## config.mk

```make
export PLATFORM = sky130hd
export DESIGN_NAME = cmp_debounce_fsm_flat
export DESIGN_NICKNAME = d
export VERILOG_FILES = /design/src/rtl/cmp_debounce_fsm_if.sv /design/src/rtl/cmp_debounce_fsm.sv /design/src/flat_wrapper.sv
export SDC_FILE = /design/constraint.sdc
export NUM_CORES = 1
export LEC_CHECK = 0
export CAP_MARGIN = 5
export CORE_MARGIN = 2
export CORE_UTILIZATION = 40
export CTS_CLUSTER_SIZE = 40
export DETAILED_ROUTE_END_ITERATION = 10
export PLACE_DENSITY = 0.74
export RECOVER_POWER = 25
export SLEW_MARGIN = 20
export SYNTH_ARGS = -nofsm -noshare
export SYNTH_HDL_FRONTEND = slang
export SYNTH_SLANG_ARGS = --single-unit
```

## constraint.sdc

```tcl
create_clock -name clk -period 1.9 [get_ports clk]
set_input_delay 0.19 -clock clk [delete_from_list [all_inputs] [get_ports clk]]
set_output_delay 0.19 -clock clk [all_outputs]
set_load 0.05 [all_outputs]
```

## src/rtl/cmp_debounce_fsm_if.sv

```systemverilog
// Bus between the comparator flag source and the debounce FSM:
// per-sample g/e/l flags in, stable decision and status out.
interface cmp_debounce_fsm_if #(
    parameter int CNT_W = 4
);
    logic             in_valid;
    logic             g;
    logic             e;
    logic             l;
    logic             hi;
    logic             mid;
    logic             lo;
    logic             known;
    logic             chg;
    logic             illegal;
    logic [CNT_W-1:0] run_cnt;

    modport master (
        output in_valid, g, e, l,
        input  hi, mid, lo, known, chg, illegal, run_cnt
    );

    modport slave (
        input  in_valid, g, e, l,
        output hi, mid, lo, known, chg, illegal, run_cnt
    );
endinterface

```

## src/rtl/cmp_debounce_fsm.sv

```systemverilog
// Debounces the comparator's per-sample g/e/l relation into a stable HI/MID/LO
// decision; a new relation is accepted after HOLD consecutive agreeing valid samples.
module cmp_debounce_fsm #(
    parameter int HOLD  = 3,
    parameter int CNT_W = 4
) (
    input  logic                      clk,
    input  logic                      rst,
    cmp_debounce_fsm_if.slave         bus
);
    // S_UNK doubles as "no candidate" for cand and as "illegal" for the sample class.
    typedef enum logic [1:0] {
        S_UNK = 2'd0,
        S_HI  = 2'd1,
        S_MID = 2'd2,
        S_LO  = 2'd3
    } st_e;

    localparam logic [CNT_W:0]   HOLD_W  = (CNT_W+1)'(HOLD);
    localparam logic [CNT_W-1:0] CNT_MAX = {CNT_W{1'b1}};

    function automatic st_e classify(input logic g_f, input logic e_f, input logic l_f);
        st_e c;
        case ({g_f, e_f, l_f})
            3'b100:  c = S_HI;
            3'b010:  c = S_MID;
            3'b001:  c = S_LO;
            default: c = S_UNK;
        endcase
        return c;
    endfunction

    st_e              state_q, state_d;
    st_e              cand_q,  cand_d;
    st_e              cls_s;
    logic [CNT_W-1:0] cnt_q,   cnt_d;
    logic [CNT_W:0]   inc_s;
    logic             illegal_q, illegal_d;
    logic             chg_q,     chg_d;
    logic             hi_q, mid_q, lo_q, known_q;

    // Next-state, run counter and sticky illegal flag.
    always_comb begin
        state_d   = state_q;
        cand_d    = cand_q;
        cnt_d     = cnt_q;
        illegal_d = illegal_q;
        chg_d     = 1'b0;
        cls_s     = classify(bus.g, bus.e, bus.l);
        inc_s     = {1'b0, cnt_q} + {{CNT_W{1'b0}}, 1'b1};
        if (bus.in_valid) begin
            if (cls_s == S_UNK) begin
                illegal_d = 1'b1;
                cnt_d     = {CNT_W{1'b0}};
                cand_d    = S_UNK;
            end else if (cls_s == state_q) begin
                cnt_d  = {CNT_W{1'b0}};
                cand_d = S_UNK;
            end else if (cls_s == cand_q) begin
                if (inc_s == HOLD_W) begin
                    state_d = cls_s;
                    chg_d   = 1'b1;
                    cnt_d   = {CNT_W{1'b0}};
                    cand_d  = S_UNK;
                end else if (cnt_q == CNT_MAX) begin
                    cnt_d = cnt_q;
                end else begin
                    cnt_d = inc_s[CNT_W-1:0];
                end
            end else begin
                if (HOLD == 1) begin
                    state_d = cls_s;
                    chg_d   = 1'b1;
                    cnt_d   = {CNT_W{1'b0}};
                    cand_d  = S_UNK;
                end else begin
                    cand_d = cls_s;
                    cnt_d  = {{(CNT_W-1){1'b0}}, 1'b1};
                end
            end
        end else begin
            chg_d = 1'b0;
        end
    end

    // State, counter and registered output decode.
    always_ff @(posedge clk) begin
        if (rst) begin
            state_q   <= S_UNK;
            cand_q    <= S_UNK;
            cnt_q     <= {CNT_W{1'b0}};
            illegal_q <= 1'b0;
            chg_q     <= 1'b0;
            hi_q      <= 1'b0;
            mid_q     <= 1'b0;
            lo_q      <= 1'b0;
            known_q   <= 1'b0;
        end else begin
            state_q   <= state_d;
            cand_q    <= cand_d;
            cnt_q     <= cnt_d;
            illegal_q <= illegal_d;
            chg_q     <= chg_d;
            hi_q      <= (state_d == S_HI);
            mid_q     <= (state_d == S_MID);
            lo_q      <= (state_d == S_LO);
            known_q   <= (state_d != S_UNK);
        end
    end

    assign bus.hi      = hi_q;
    assign bus.mid     = mid_q;
    assign bus.lo      = lo_q;
    assign bus.known   = known_q;
    assign bus.chg     = chg_q;
    assign bus.illegal = illegal_q;
    assign bus.run_cnt = cnt_q;
endmodule

```

## src/flat_wrapper.sv

```systemverilog
// flat-port wrapper written by rule: the top's interface ports become plain ports
module cmp_debounce_fsm_flat 
#(
    parameter int HOLD  = 3,
    parameter int CNT_W = 4
)
  (clk, rst, bus_in_valid, bus_g, bus_e, bus_l, bus_hi, bus_mid, bus_lo, bus_known, bus_chg, bus_illegal, bus_run_cnt);
  cmp_debounce_fsm_if #(.CNT_W(CNT_W)) bus_i ();
  input  logic clk;
  input  logic rst;
  input wire logic [$bits(bus_i.in_valid)-1:0] bus_in_valid;
  input wire logic [$bits(bus_i.g)-1:0] bus_g;
  input wire logic [$bits(bus_i.e)-1:0] bus_e;
  input wire logic [$bits(bus_i.l)-1:0] bus_l;
  output wire logic [$bits(bus_i.hi)-1:0] bus_hi;
  output wire logic [$bits(bus_i.mid)-1:0] bus_mid;
  output wire logic [$bits(bus_i.lo)-1:0] bus_lo;
  output wire logic [$bits(bus_i.known)-1:0] bus_known;
  output wire logic [$bits(bus_i.chg)-1:0] bus_chg;
  output wire logic [$bits(bus_i.illegal)-1:0] bus_illegal;
  output wire logic [$bits(bus_i.run_cnt)-1:0] bus_run_cnt;
  assign bus_i.in_valid = bus_in_valid;
  assign bus_i.g = bus_g;
  assign bus_i.e = bus_e;
  assign bus_i.l = bus_l;
  assign bus_hi = bus_i.hi;
  assign bus_mid = bus_i.mid;
  assign bus_lo = bus_i.lo;
  assign bus_known = bus_i.known;
  assign bus_chg = bus_i.chg;
  assign bus_illegal = bus_i.illegal;
  assign bus_run_cnt = bus_i.run_cnt;
  cmp_debounce_fsm #(.HOLD(HOLD), .CNT_W(CNT_W)) u_core (.clk(clk), .rst(rst), .bus(bus_i));
endmodule
```

==> results of run 1 <==
[routing by layer]
layer  GRT usage, %  part of all wire [%]  up-vias
li1               -                     -      450
met1           23.7                    48      438
met2           28.2                    47       22
met3           3.03                   3.5        4
met4           6.48                  0.80        0
met5              0                     0        -
[cells in the final DEF (no fill, tap or decap), types with 3 or more instances in the layout]
master / Yosys / layout
a31oi_1: 4 / 4
or4_4: 0 / 3
nand2b_1: 5 / 5
nand3_1: 3 / 3
buf_4: 0 / 16
nand4_1: 5 / 5
dlygate4sd3_1: 0 / 4
clkdlybuf4s50_1: 0 / 8
dfxtp_1: 14 / 10
a21oi_1: 11 / 9
clkbuf_4: 0 / 3
inv_1: 4 / 4
nor2b_1: 3 / 3
o21ai_1: 1 / 3
nor2_1: 6 / 6
dlygate4sd2_1: 0 / 3
nand2_1: 6 / 6
[worst register-to-register path, delay by kind of cell, from the launching register on]
| kind | cells | cell delay, ps |
|---|---|---|
| compound gates | 3 | 530 |
| simple gates | 2 | 990 |
| flops | 1 | 330 |
[through the flow]
| step | TNS, ps | hold WS (ps) | worst slack [ps] | util [%] |
|---|---|---|---|---|
| after floorplan | -9.19 | 379 | -9.19 | - |
| after global placement | -1480 | 467 | -255 | 57.1 |
| after detailed placement | -2120 | 472 | -339 | 57.1 |
| after CTS | 0 | 498 | 28.2 | 59.8 |
| after global routing | -139 | 536 | -72.9 | 60.4 |
| final | -26.9 | 496 | -26.9 | 60.4 |
[power by group]
part / internal [mW] / leakage, nW / switching, mW
clock network: 0.117 / 0.0210 / 0.0999
registers: 0.295 / 0.116 / 0.00378
logic: 0.0667 / 0.316 / 0.0764
total: 0.479 / 0.452 / 0.180
[worst min path at each step]
stage,start,to,slack (ps),cells past startpoint
3_5_place_dp,u_core.bus.illegal,u_core.bus.illegal,470,2
6_report,u_core.bus.illegal,u_core.bus.illegal,500,2
5_1_grt,u_core.bus.run_cnt[1],u_core.bus.run_cnt[1],540,2
3_3_place_gp,u_core.bus.illegal,u_core.bus.illegal,470,2
2_1_floorplan,bus_g,u_core.state_q[1],380,3
4_1_cts,u_core.bus.illegal,u_core.bus.illegal,500,2
[what timing repair did]
action,in CTS,in global routing
gates resized for setup,7,6
buffers inserted,1,0
pin swaps,2,5
endpoints found under the hold margin,0,0
setup endpoints to repair,2,5
[registers in the layout, indices dropped and copies added (netlist names)]
| register | count |
|---|---|
| u_core.state_q | 2 |
| u_core.bus.lo | 1 |
| u_core.bus.run_cnt | 4 |
| u_core.cand_q | 2 |
| u_core.bus.known | 1 |
| u_core.bus.mid | 1 |
| u_core.bus.illegal | 1 |
| u_core.bus.chg | 1 |
| u_core.bus.hi | 1 |
[cell families after synthesis]
group / count (synthesis)
AOI/OAI and AO/OA: 33
xor gates and xnor gates: 1
adders and majority gates: 2
buffers and inverters: 9
DFF: 14
muxes: 2
and+or+nand+nor: 41
[area by class of cell]
type / instances / area (um2)
Timing Repair Buffer: 33 / 282
Fill cell: 170 / 786
Sequential cell: 14 / 290
Clock buffer: 4 / 36.3
Tap cell: 27 / 33.8
Inverter: 4 / 15.0
Multi-Input combinational cell: 79 / 539
==> impl_metrics.toml, run 1 <==
[final_layout]
nets = 143
diodes = 0
fin_cells = 161
fin_area_um2 = 1200
layout-drive-gt1-share_pct = 24.6
syn_to_final_growth_pct = 41.8

[timing]
rsz0062_at_grt = "yes"
worst_pin_slew_ps = 505
finalMaxSlewViolations = 0
post-route-min-period_ps = 1930
period_share_pct = 101
finalSetupViolations = 1
setup_ws_ps = -26.9
fmax_mhz = 519
fin_skew_ps = 7.09
maxSlewHeadroom_pct = 66.2
finalHoldViolCount = 0

[hold_path]
min-delay-path-class = "reg2reg"

[route]
num_vias = 914
wl_um = 2110
wire_per_inst_um = 13.1
drtIter0Drc = 23
dr.pass1.iters = 4
drc = 0
drtAntennaViolNets = 0
vias_per_cell = 5.68

[logic_synthesis]
synth_fa_ha_area_share_pct = 2.97
synth_nets = 110
post-synth-top-count-cell = "dfxtp_1"
async_reset_ff_share_pct = 0
synth_top_family_by_area = "simple AND/OR/NAND/NOR gates"
synth_top_flop_cell = "dfxtp_1"
synth_compound_area_share_pct = 26.9
netlist_top_cells_count = "14 x dfxtp_1, 11 x a21oi_1, 6 x nand2_1, 6 x nor2_1"
synth_area_um2 = 843
synth_xor_area_share_pct = 1.04
synthTopCellsByArea = "dfxtp_1 33%, a21oi_1 6.5%, nand2b_1 3.7%"
synth_cell_types = 38
ys_ff_latch = 14
synth_area_leader_cell = "dfxtp_1"
seq_area_frac_synth_pct = 33.2
yosysTopAreaCellShare_pct = 33.2
synth_area_per_cell_um2 = 8.27
synth-warning-count = 0
yosys.area_share.simple_pct = 27.7
synth.area.mux_share_pct = 2.37
synth-edff-count = 0
syn_inst = 102

[cts]
clock_path_buffers = 2
root_buffer = "clkbuf_4"
tritoncts = "built"
hold_buffers = 0
htreeDepth = 1
clk_latency_ps = 290
clock-sinks = 14
path_clk_slew_ps = 90
cts_made_buffers = 3

[global_routing]
overflow = 0
grt_pass1_wl_um = 3430
grt_pass1_vias = 819
grt_max_degree = 13
grt_use_total_pct = 17.7
antenna_found_initial = 0

[placed_design]
place_area_um2 = 1130
hpwl_um = 1530
place_congestion = 0.823
io_buffers = 15
dp_cells = 156

[worst_setup_path]
crit_start = "u_core.cand_q[0]"
reg2reg_from = "u_core.cand_q[0]"
cp_max_fo = 3
rr_worst_depth = 5
cp.arrival_ps = 2140
max_stage_delay_ps = 510
endpoint = "u_core.bus.lo"
cp_num_buf_inv = 0
reg2reg_to = "u_core.bus.lo"
cpMostUsedCell = "or4_4"
worstSetupEndpointType = "flip-flop"
path_cells = "or4_4, o311a_1, o21ba_4, or4_4, a21oi_2"
slowest_stage = "or4_4"
rrSetupSlack_ps = -30
crit_cells = 5
crit_family = "simple AND/OR/NAND/NOR gates"
worstPathRequired_ps = 2110
crit_type = "reg2reg"
cp-start-kind = "flip-flop"

[status]
status = "complete, but fails checks"
violations = "setup timing"

[flow_run]
cap_viol_max_count = 0

[floorplan]
start_util_pct = 42.6
dieArea_um2 = 2490
core_area_um2 = 1980
die_w_um = 49.9
die_y_um = 49.9
rows = 16
num_io_pins = 16

[power]
ir_drop_uv = 312
power_density_nw_per_um2 = 551
leakagePower_nw = 0.452
fin_total_pwr_mw = 0.659
Note: power is estimated with default switching activity, not from simulation.
==> inputs of run 2 (changes only) <==
Settings changed: ABC_CLOCK_PERIOD_IN_PS set to 1900, CORE_MARGIN 2 to 1.5.
==> run 2 against run 1 <==
The flow now finishes without violations. Flip-flop and latch count stayed put. Clock power is 3% lower. Hold slack improved by 6.7 ps. Register-to-register slack gained 60 ps. Via count decreased by 3.6%.
==> impl_metrics.toml, run 2 (synthesized netlist as in run 1, its figures left out) <==
[route]
dr.pass1.iters = 4
vias_per_cell = 5.47
drtIter0Drc = 13
drtAntennaViolNets = 0
wire_per_inst_um = 12.9
num_vias = 881
wl_um = 2070
drc = 0

[floorplan]
rows = 16
dieArea_um2 = 2390
num_io_pins = 16
die_w_um = 48.9
core_area_um2 = 1980
die_y_um = 48.9
start_util_pct = 42.6

[timing]
holdWs_ps = 502
finalSetupViolations = 0
finalHoldViolCount = 0
fmax_mhz = 535
maxSlewHeadroom_pct = 66.6
rsz0062_at_grt = "yes"
fin_skew_ps = 10.1
tns_ps = 0
period_share_pct = 98.4
post-route-min-period_ps = 1870
finalMaxSlewViolations = 0
worst_pin_slew_ps = 500

[placed_design]
io_buffers = 15
place_congestion = 0.796
hpwl_um = 1500

[final_layout]
largest_reg_flops = 4
post-route-util_pct = 60.2
final_common_cell = "buf_4"
nets = 143
syn_to_final_growth_pct = 41.4
final_cell_mix = "16 x buf_4, 10 x dfxtp_1, 9 x a21oi_1"
diodes = 0
layout-drive-gt1-share_pct = 23.9

[global_routing]
antenna_found_initial = 0
overflow = 0
grt_use_total_pct = 17.7
grt_pass1_vias = 812
grt_pass1_wl_um = 3370
grt_max_degree = 13

[worst_setup_path]
path_cells = "or4_1, o311a_1, o21ba_4, or4_4, a21oi_2"
crit_type = "reg2reg"
slowest_stage = "or4_1"
cp.arrival_ps = 2080
cp_max_fo = 4
rr_worst_depth = 5
worstSetupEndpointType = "flip-flop"
worstPathRequired_ps = 2110
cp-start-kind = "flip-flop"
max_stage_delay_ps = 520
rrSetupSlack_ps = 30

[cts]
tritoncts = "built"
root_buffer = "clkbuf_4"
clock_path_buffers = 2
clock-sinks = 14
clk_latency_ps = 280
cts_made_buffers = 3
path_clk_slew_ps = 90
htreeDepth = 1

[power]
ir_drop_uv = 310
power_density_nw_per_um2 = 547
leakagePower_nw = 0.451

[status]
status = "complete, no violations"

[hold_path]
min-delay-path-class = "reg2reg"
hold-path-cell-count = 2

[flow_run]
cap_viol_max_count = 0
[run 2: final timing paths]
check	from	endpoint
max	u_core.cand_q[1]	u_core.bus.hi
min	u_core.bus.illegal	u_core.bus.illegal
max reg2reg	u_core.cand_q[1]	u_core.bus.hi
min reg2reg	u_core.bus.illegal	u_core.bus.illegal
[run 2: area by class of cell]
cell class	count	area [um2]
fill	163	790
multi-input combinational	79	536
sequential	14	290
timing repair buffer	33	282
clock buffer	4	36.3
tap	27	33.8
inverter	4	15.0
[run 2: through the flow]
stage	power [mW]	cell area (um2)	cells	setup slack (ps)
floorplan	0.383	853	102	-9.19
global placement	0.435	1130	156	-256
detailed placement	0.438	1130	156	-367
CTS	0.655	1180	161	3.14
global route	0.687	1190	161	-34.3
finish	0.652	1190	161	29.9
[run 2: timing repair]
item / CTS / global route
gates resized for setup: 5 / 7
hold endpoints to repair: 0 / 0
endpoints found under the setup margin: 2 / 4
hold buffers: 0 / 0
setup buffers: 1 / 0
pin swaps: 2 / 3
[run 2: where the power goes]
group | internal, mW | switching (mW) | leakage [nW] | total, mW
Sequential | 0.295 | 0.00374 | 0.116 | 0.299
Clock | 0.117 | 0.0945 | 0.0210 | 0.211
Combinational | 0.0656 | 0.0759 | 0.314 | 0.142
Total | 0.478 | 0.174 | 0.451 | 0.652
[run 2: routing by layer]
layer	part of all wire [%]	track usage (%)
met5	0	0
met4	2.7	5.71
met3	2.6	3.07
met2	46	29.5
met1	48	23.3
[run 2: critical path: cells and delay by family, from the launching register on]
kind,cells,cell delay (ps)
AOI/OAI and AO/OA,3,480
DFF,1,330
and+or+nand+nor,2,990
==> RTL edit 1: new RTL, flow settings as in run 2 <==
`CNT_W` is set to 4 in 3 places; all go to 5.
--- a/src/rtl/cmp_debounce_fsm_if.sv
+++ b/src/rtl/cmp_debounce_fsm_if.sv
@@ -1,7 +1,7 @@
 // Bus between the comparator flag source and the debounce FSM:
 // per-sample g/e/l flags in, stable decision and status out.
 interface cmp_debounce_fsm_if #(
-    parameter int CNT_W = 4
+    parameter int CNT_W = 5
 );
     logic             in_valid;
     logic             g;
--- a/src/rtl/cmp_debounce_fsm.sv
+++ b/src/rtl/cmp_debounce_fsm.sv
@@ -2,7 +2,7 @@
 // decision; a new relation is accepted after HOLD consecutive agreeing valid samples.
 module cmp_debounce_fsm #(
     parameter int HOLD  = 3,
-    parameter int CNT_W = 4
+    parameter int CNT_W = 5
 ) (
     input  logic                      clk,
     input  logic                      rst,
--- a/src/flat_wrapper.sv
+++ b/src/flat_wrapper.sv
@@ -2,7 +2,7 @@
 module cmp_debounce_fsm_flat 
 #(
     parameter int HOLD  = 3,
-    parameter int CNT_W = 4
+    parameter int CNT_W = 5
 )
   (clk, rst, bus_in_valid, bus_g, bus_e, bus_l, bus_hi, bus_mid, bus_lo, bus_known, bus_chg, bus_illegal, bus_run_cnt);
   cmp_debounce_fsm_if #(.CNT_W(CNT_W)) bus_i ();
Interface: changed (resized bus_run_cnt); port bits go from 16 to 17. No check against the original RTL was run, so the function may have changed too.
==> RTL edit 1 against run 2 <==
The run now ends with setup timing left; critical endpoint is now u_core.bus.lo; wire length increased by 71%; sequential cell count increased by 1; area after synthesis increased by 28%; count of clock-buffer cells in the layout decreased by 1; combinational power increased by 52%; worst setup slack got worse by 0.10 ns; non-clock buffer count increased by 27; critical path depth increased by 6; power increased by 11%; largest power group unchanged; cell area increased by 45%; worst hold slack got worse by 0.071 ns.
==> RTL edit 1: results (changes against run 2) <==
set qor(status) {finished with violations} ;# was completed
set qor(violated_checks) {setup timing}
set qor(grt_start_max_net_pins) 12 ;# was 13
set qor(synth-xor-area-share_pct) 2.44 ;# was 1.04%
set qor(pre_cts_ws_ns) -0.383 ;# was -0.367 ns
set qor(finalSetupViolCount) 6 ;# was 0
set qor(synth.yosys.seq_area_share_pct) 27.9 ;# was 33.2%
set qor(synth_compound_area_share_pct) 29.2 ;# was 26.9%
set qor(synth_top_cells_by_count) {sky130_fd_sc_hd__dfxtp_1 (15), sky130_fd_sc_hd__inv_1 (13), sky130_fd_sc_hd__nand2_1 (9), sky130_fd_sc_hd__nor2_1 (9)} ;# was sky130_fd_sc_hd__dfxtp_1 (14), sky130_fd_sc_hd__a21oi_1 (11), sky130_fd_sc_hd__nand2_1 (6), sky130_fd_sc_hd__nor2_1 (6)
set qor(synth.distinct_cells) 45 ;# was 38
set qor(synth.net_count) 142 ;# was 110
set qor(synthAdderAreaFrac_pct) 3.48 ;# was 2.97%
set qor(min-delay-path-class) {input pin to flip-flop} ;# was flip-flop to flip-flop
set qor(postCtsSetupRepairBufs) 3 ;# was 1
set qor(drt_first_iter_violations) 65 ;# was 13
set qor(net_count_reported_at_finish) 199 ;# was 143
set qor(first_pass_grt_wire_length_mm) 5.31 ;# was 3.37 mm
set qor(ir_worst_vdd_v) 0.000368 ;# was 0.000310 V
set qor(groute.usage.overall_pct) 25.1 ;# was 17.7%
set qor(cts-resized-gates) 10 ;# was 5
set qor(numPlacedInstances) 207 ;# was 156
set qor(detailed_place_hpwl_mm) 2.48 ;# was 1.50 mm
set qor(cp_slowest_stage_delay_ns) 0.37 ;# was 0.52 ns
set qor(post-route-worst-setup-slack_ns) -0.0719 ;# was 0.0299 ns
set qor(fin_hold_ws_ns) 0.431 ;# was 0.502 ns
set qor(holdCritStartpoint) {bus_l} ;# was u_core.bus.illegal
set qor(detailroute.via_count) 1307 ;# was 881
set qor(yosys-top-cells-area) {sky130_fd_sc_hd__dfxtp_1 (28%), sky130_fd_sc_hd__inv_1 (4.5%), sky130_fd_sc_hd__mux2i_1 (3.7%)} ;# was sky130_fd_sc_hd__dfxtp_1 (33%), sky130_fd_sc_hd__a21oi_1 (6.5%), sky130_fd_sc_hd__nand2b_1 (3.7%)
set qor(layout-drive-gt1-share_pct) 38.6 ;# was 23.9%
## RTL edit 1: cell type report
cell class	count	area [um2]	area share (%)
clock buffer	3	22.5	1.30
clock inverter	1	5.00	0.289
inverter	13	51.3	2.96
multi-input combinational	97	800	46.2
sequential	15	317	18.3
tap	30	37.5	2.17
timing repair buffer	60	498	28.8
## RTL edit 1: final timing paths
path	depth (start not counted)	to
worst max-delay path	11	u_core.bus.lo
worst min register to register	2	u_core.bus.illegal
worst min-delay path	4	u_core.bus.lo
worst max register to register	11	u_core.bus.lo
## RTL edit 1: layer usage
layer | part of all wire (%) | vias up | GRT usage (%) | routed length (um)
met5 | 0 | - | 0 | 0
met4 | 2.1 | 0 | 9.35 | 75
met3 | 6.5 | 10 | 4.84 | 231
met2 | 49 | 66 | 42.1 | 1740
met1 | 42 | 624 | 31.9 | 1500
li1 | - | 607 | - | -
## RTL edit 1: report_power, final
part | total, uW | internal [uW] | switching [uW]
sequential | 318 | 314 | 4.36
clock | 189 | 78.5 | 110
combinational | 216 | 97.5 | 118
==> RTL edit 2: new RTL, config.mk and constraints of run 2 <==
Made on the original files. Re-encode `st_e` (4 values) as Gray code, 2 bits wide.
--- a/src/rtl/cmp_debounce_fsm.sv
+++ b/src/rtl/cmp_debounce_fsm.sv
@@ -10,10 +10,10 @@
 );
     // S_UNK doubles as "no candidate" for cand and as "illegal" for the sample class.
     typedef enum logic [1:0] {
-        S_UNK = 2'd0,
-        S_HI  = 2'd1,
-        S_MID = 2'd2,
-        S_LO  = 2'd3
+        S_UNK = 2'b00,
+        S_HI  = 2'b01,
+        S_MID = 2'b11,
+        S_LO  = 2'b10
     } st_e;
 
     localparam logic [CNT_W:0]   HOLD_W  = (CNT_W+1)'(HOLD);
Check against the original RTL: same outputs for any inputs over 10 cycles, from zero or initial values and one cycle with rst high; not proved beyond that.
==> RTL edit 2 against run 2 <==
Clock skew shrank 0.0041 ns; area after synthesis up 3.1%; worst setup slack lost 0.086 ns; first-iteration DRC count grew 85%; via count grew 6.7%; maximum frequency fell by 4.4%; count of clock-buffer cells in the layout unchanged; the run now ends with setup timing left; cell area up 7.8%; sequential cell count unchanged; critical endpoint is now u_core.state_q[0]; sequential power is essentially flat; wire length up 8.5%; power grew 3.1%; highest routed layer unchanged.
==> RTL edit 2: results (changes against run 2) <==
set qor(status) {finished with violations} ;# was completed
set qor(violated_checks) {setup timing}
set qor(met2_track_utilization_from_global_routing_pct) 33.6 ;# was 29.5%
set qor(power_of_the_sequential_group_uw) 300 ;# was 299 uW
set qor(net_count_reported_at_finish) 154 ;# was 143
set qor(grt_pass1_vias) 882 ;# was 812
set qor(num-fill-cells) 189 ;# was 163
set qor(cp_slowest_stage_delay_ns) 0.55 ;# was 0.52 ns
set qor(vias_per_cell) 5.47 ;# about the same
set qor(power.share.combinational_pct) 22.8 ;# was 21.7%
set qor(cts.reportedPaths.clkPinSlew_ns) 0.09 ;# about the same
set qor(groute.layer.met1.usage_pct) 23.6 ;# was 23.3%
set qor(final-instance-count-excl-fill) 172 ;# was 161
set qor(met3_wire_len_um) 72 ;# was 53 um
set qor(n_sequential_cell) 14 ;# unchanged
set qor(detailed_place_hpwl_mm) 1.67 ;# was 1.50 mm
set qor(gr_met3_demand_resource_pct) 3.03 ;# was 3.07%
set qor(postPlaceCellArea_um2) 1220 ;# was 1130 um2
set qor(pwr_dens_nw_per_um2) 523 ;# was 547 nW/um2
set qor(ir_worst_vdd_v) 0.000491 ;# was 0.000310 V
set qor(finalSetupViolCount) 2 ;# was 0
set qor(crit_family) {simple AND/OR/NAND/NOR gates} ;# unchanged
set qor(worst-path-max-fanout) 5 ;# was 4
set qor(yosys-top-cells-area) {sky130_fd_sc_hd__dfxtp_1 (32%), sky130_fd_sc_hd__a21oi_1 (7.5%), sky130_fd_sc_hd__buf_6 (3.9%)} ;# was sky130_fd_sc_hd__dfxtp_1 (33%), sky130_fd_sc_hd__a21oi_1 (6.5%), sky130_fd_sc_hd__nand2b_1 (3.7%)
set qor(largest_reg_flops) 4 ;# unchanged
set qor(multi_input_area_share_pct) 43.8 ;# was 44.9%
set qor(synth.yosys.seq_area_share_pct) 32.2 ;# was 33.2%
set qor(clock_tree_area_fraction_pct) 2.82 ;# was 3.04%
set qor(layout.nonclk_buf_share_pct) 27.1 ;# was 23.6%
set qor(first_pass_grt_wire_length_mm) 3.73 ;# was 3.37 mm
set qor(post-route-worst-setup-slack_ns) -0.0556 ;# was 0.0299 ns
set qor(crit_path_top_delay_cell) {sky130_fd_sc_hd__or4_4} ;# was sky130_fd_sc_hd__or4_1
set qor(tns_ns) -0.107 ;# was 0 ns
set qor(seq-cell-share_pct) 22.5 ;# was 24.3%
set qor(grt_start_max_net_pins) 11 ;# was 13
set qor(multiInputCombCellCount) 82 ;# was 79
set qor(synthesis.instances) 105 ;# was 102
set qor(synth.distinct_cells) 43 ;# was 38
set qor(pre_cts_ws_ns) -0.436 ;# was -0.367 ns
set qor(wl_met2_mm) 1.11 ;# was 960 um
set qor(gpl.final_weighted_congestion) 0.802 ;# was 0.796
set qor(m1WireLength_mm) 1.04 ;# was 1.01 mm
set qor(drt_first_iter_violations) 24 ;# was 13
set qor(pg_comb_uw) 153 ;# was 142 uW
set qor(p_leak_uw) 0.000491 ;# was 0.000451 uW
set qor(layout-drive-gt1-share_pct) 29.7 ;# was 23.9%
## RTL edit 2: path summary, 6_finish.rpt
kind	slack, ns	cells past startpoint	end	start
worst max-delay path	-0.06	6	u_core.state_q[0]	u_core.bus.run_cnt[0]
worst min-delay path	0.52	2	u_core.bus.illegal	u_core.bus.illegal
worst max register to register	-0.06	6	u_core.state_q[0]	u_core.bus.run_cnt[0]
worst min register to register	0.52	2	u_core.bus.illegal	u_core.bus.illegal
## RTL edit 2: cells by family after synthesis
logic type,share of synthesized area (%)
flops,32.2
xor+xnor,1.01
mux,2.30
fa+ha+maj,2.88
buf+inv,7.19
simple gates,32.1
compound gates,22.3
## RTL edit 2: timing repair
action / in CTS / in global routing
pin swaps: 1 / 0
gates resized for setup: 3 / 4
endpoints found under the setup margin: 2 / 4
buffers inserted: 2 / 0
cloned: 0 / 0
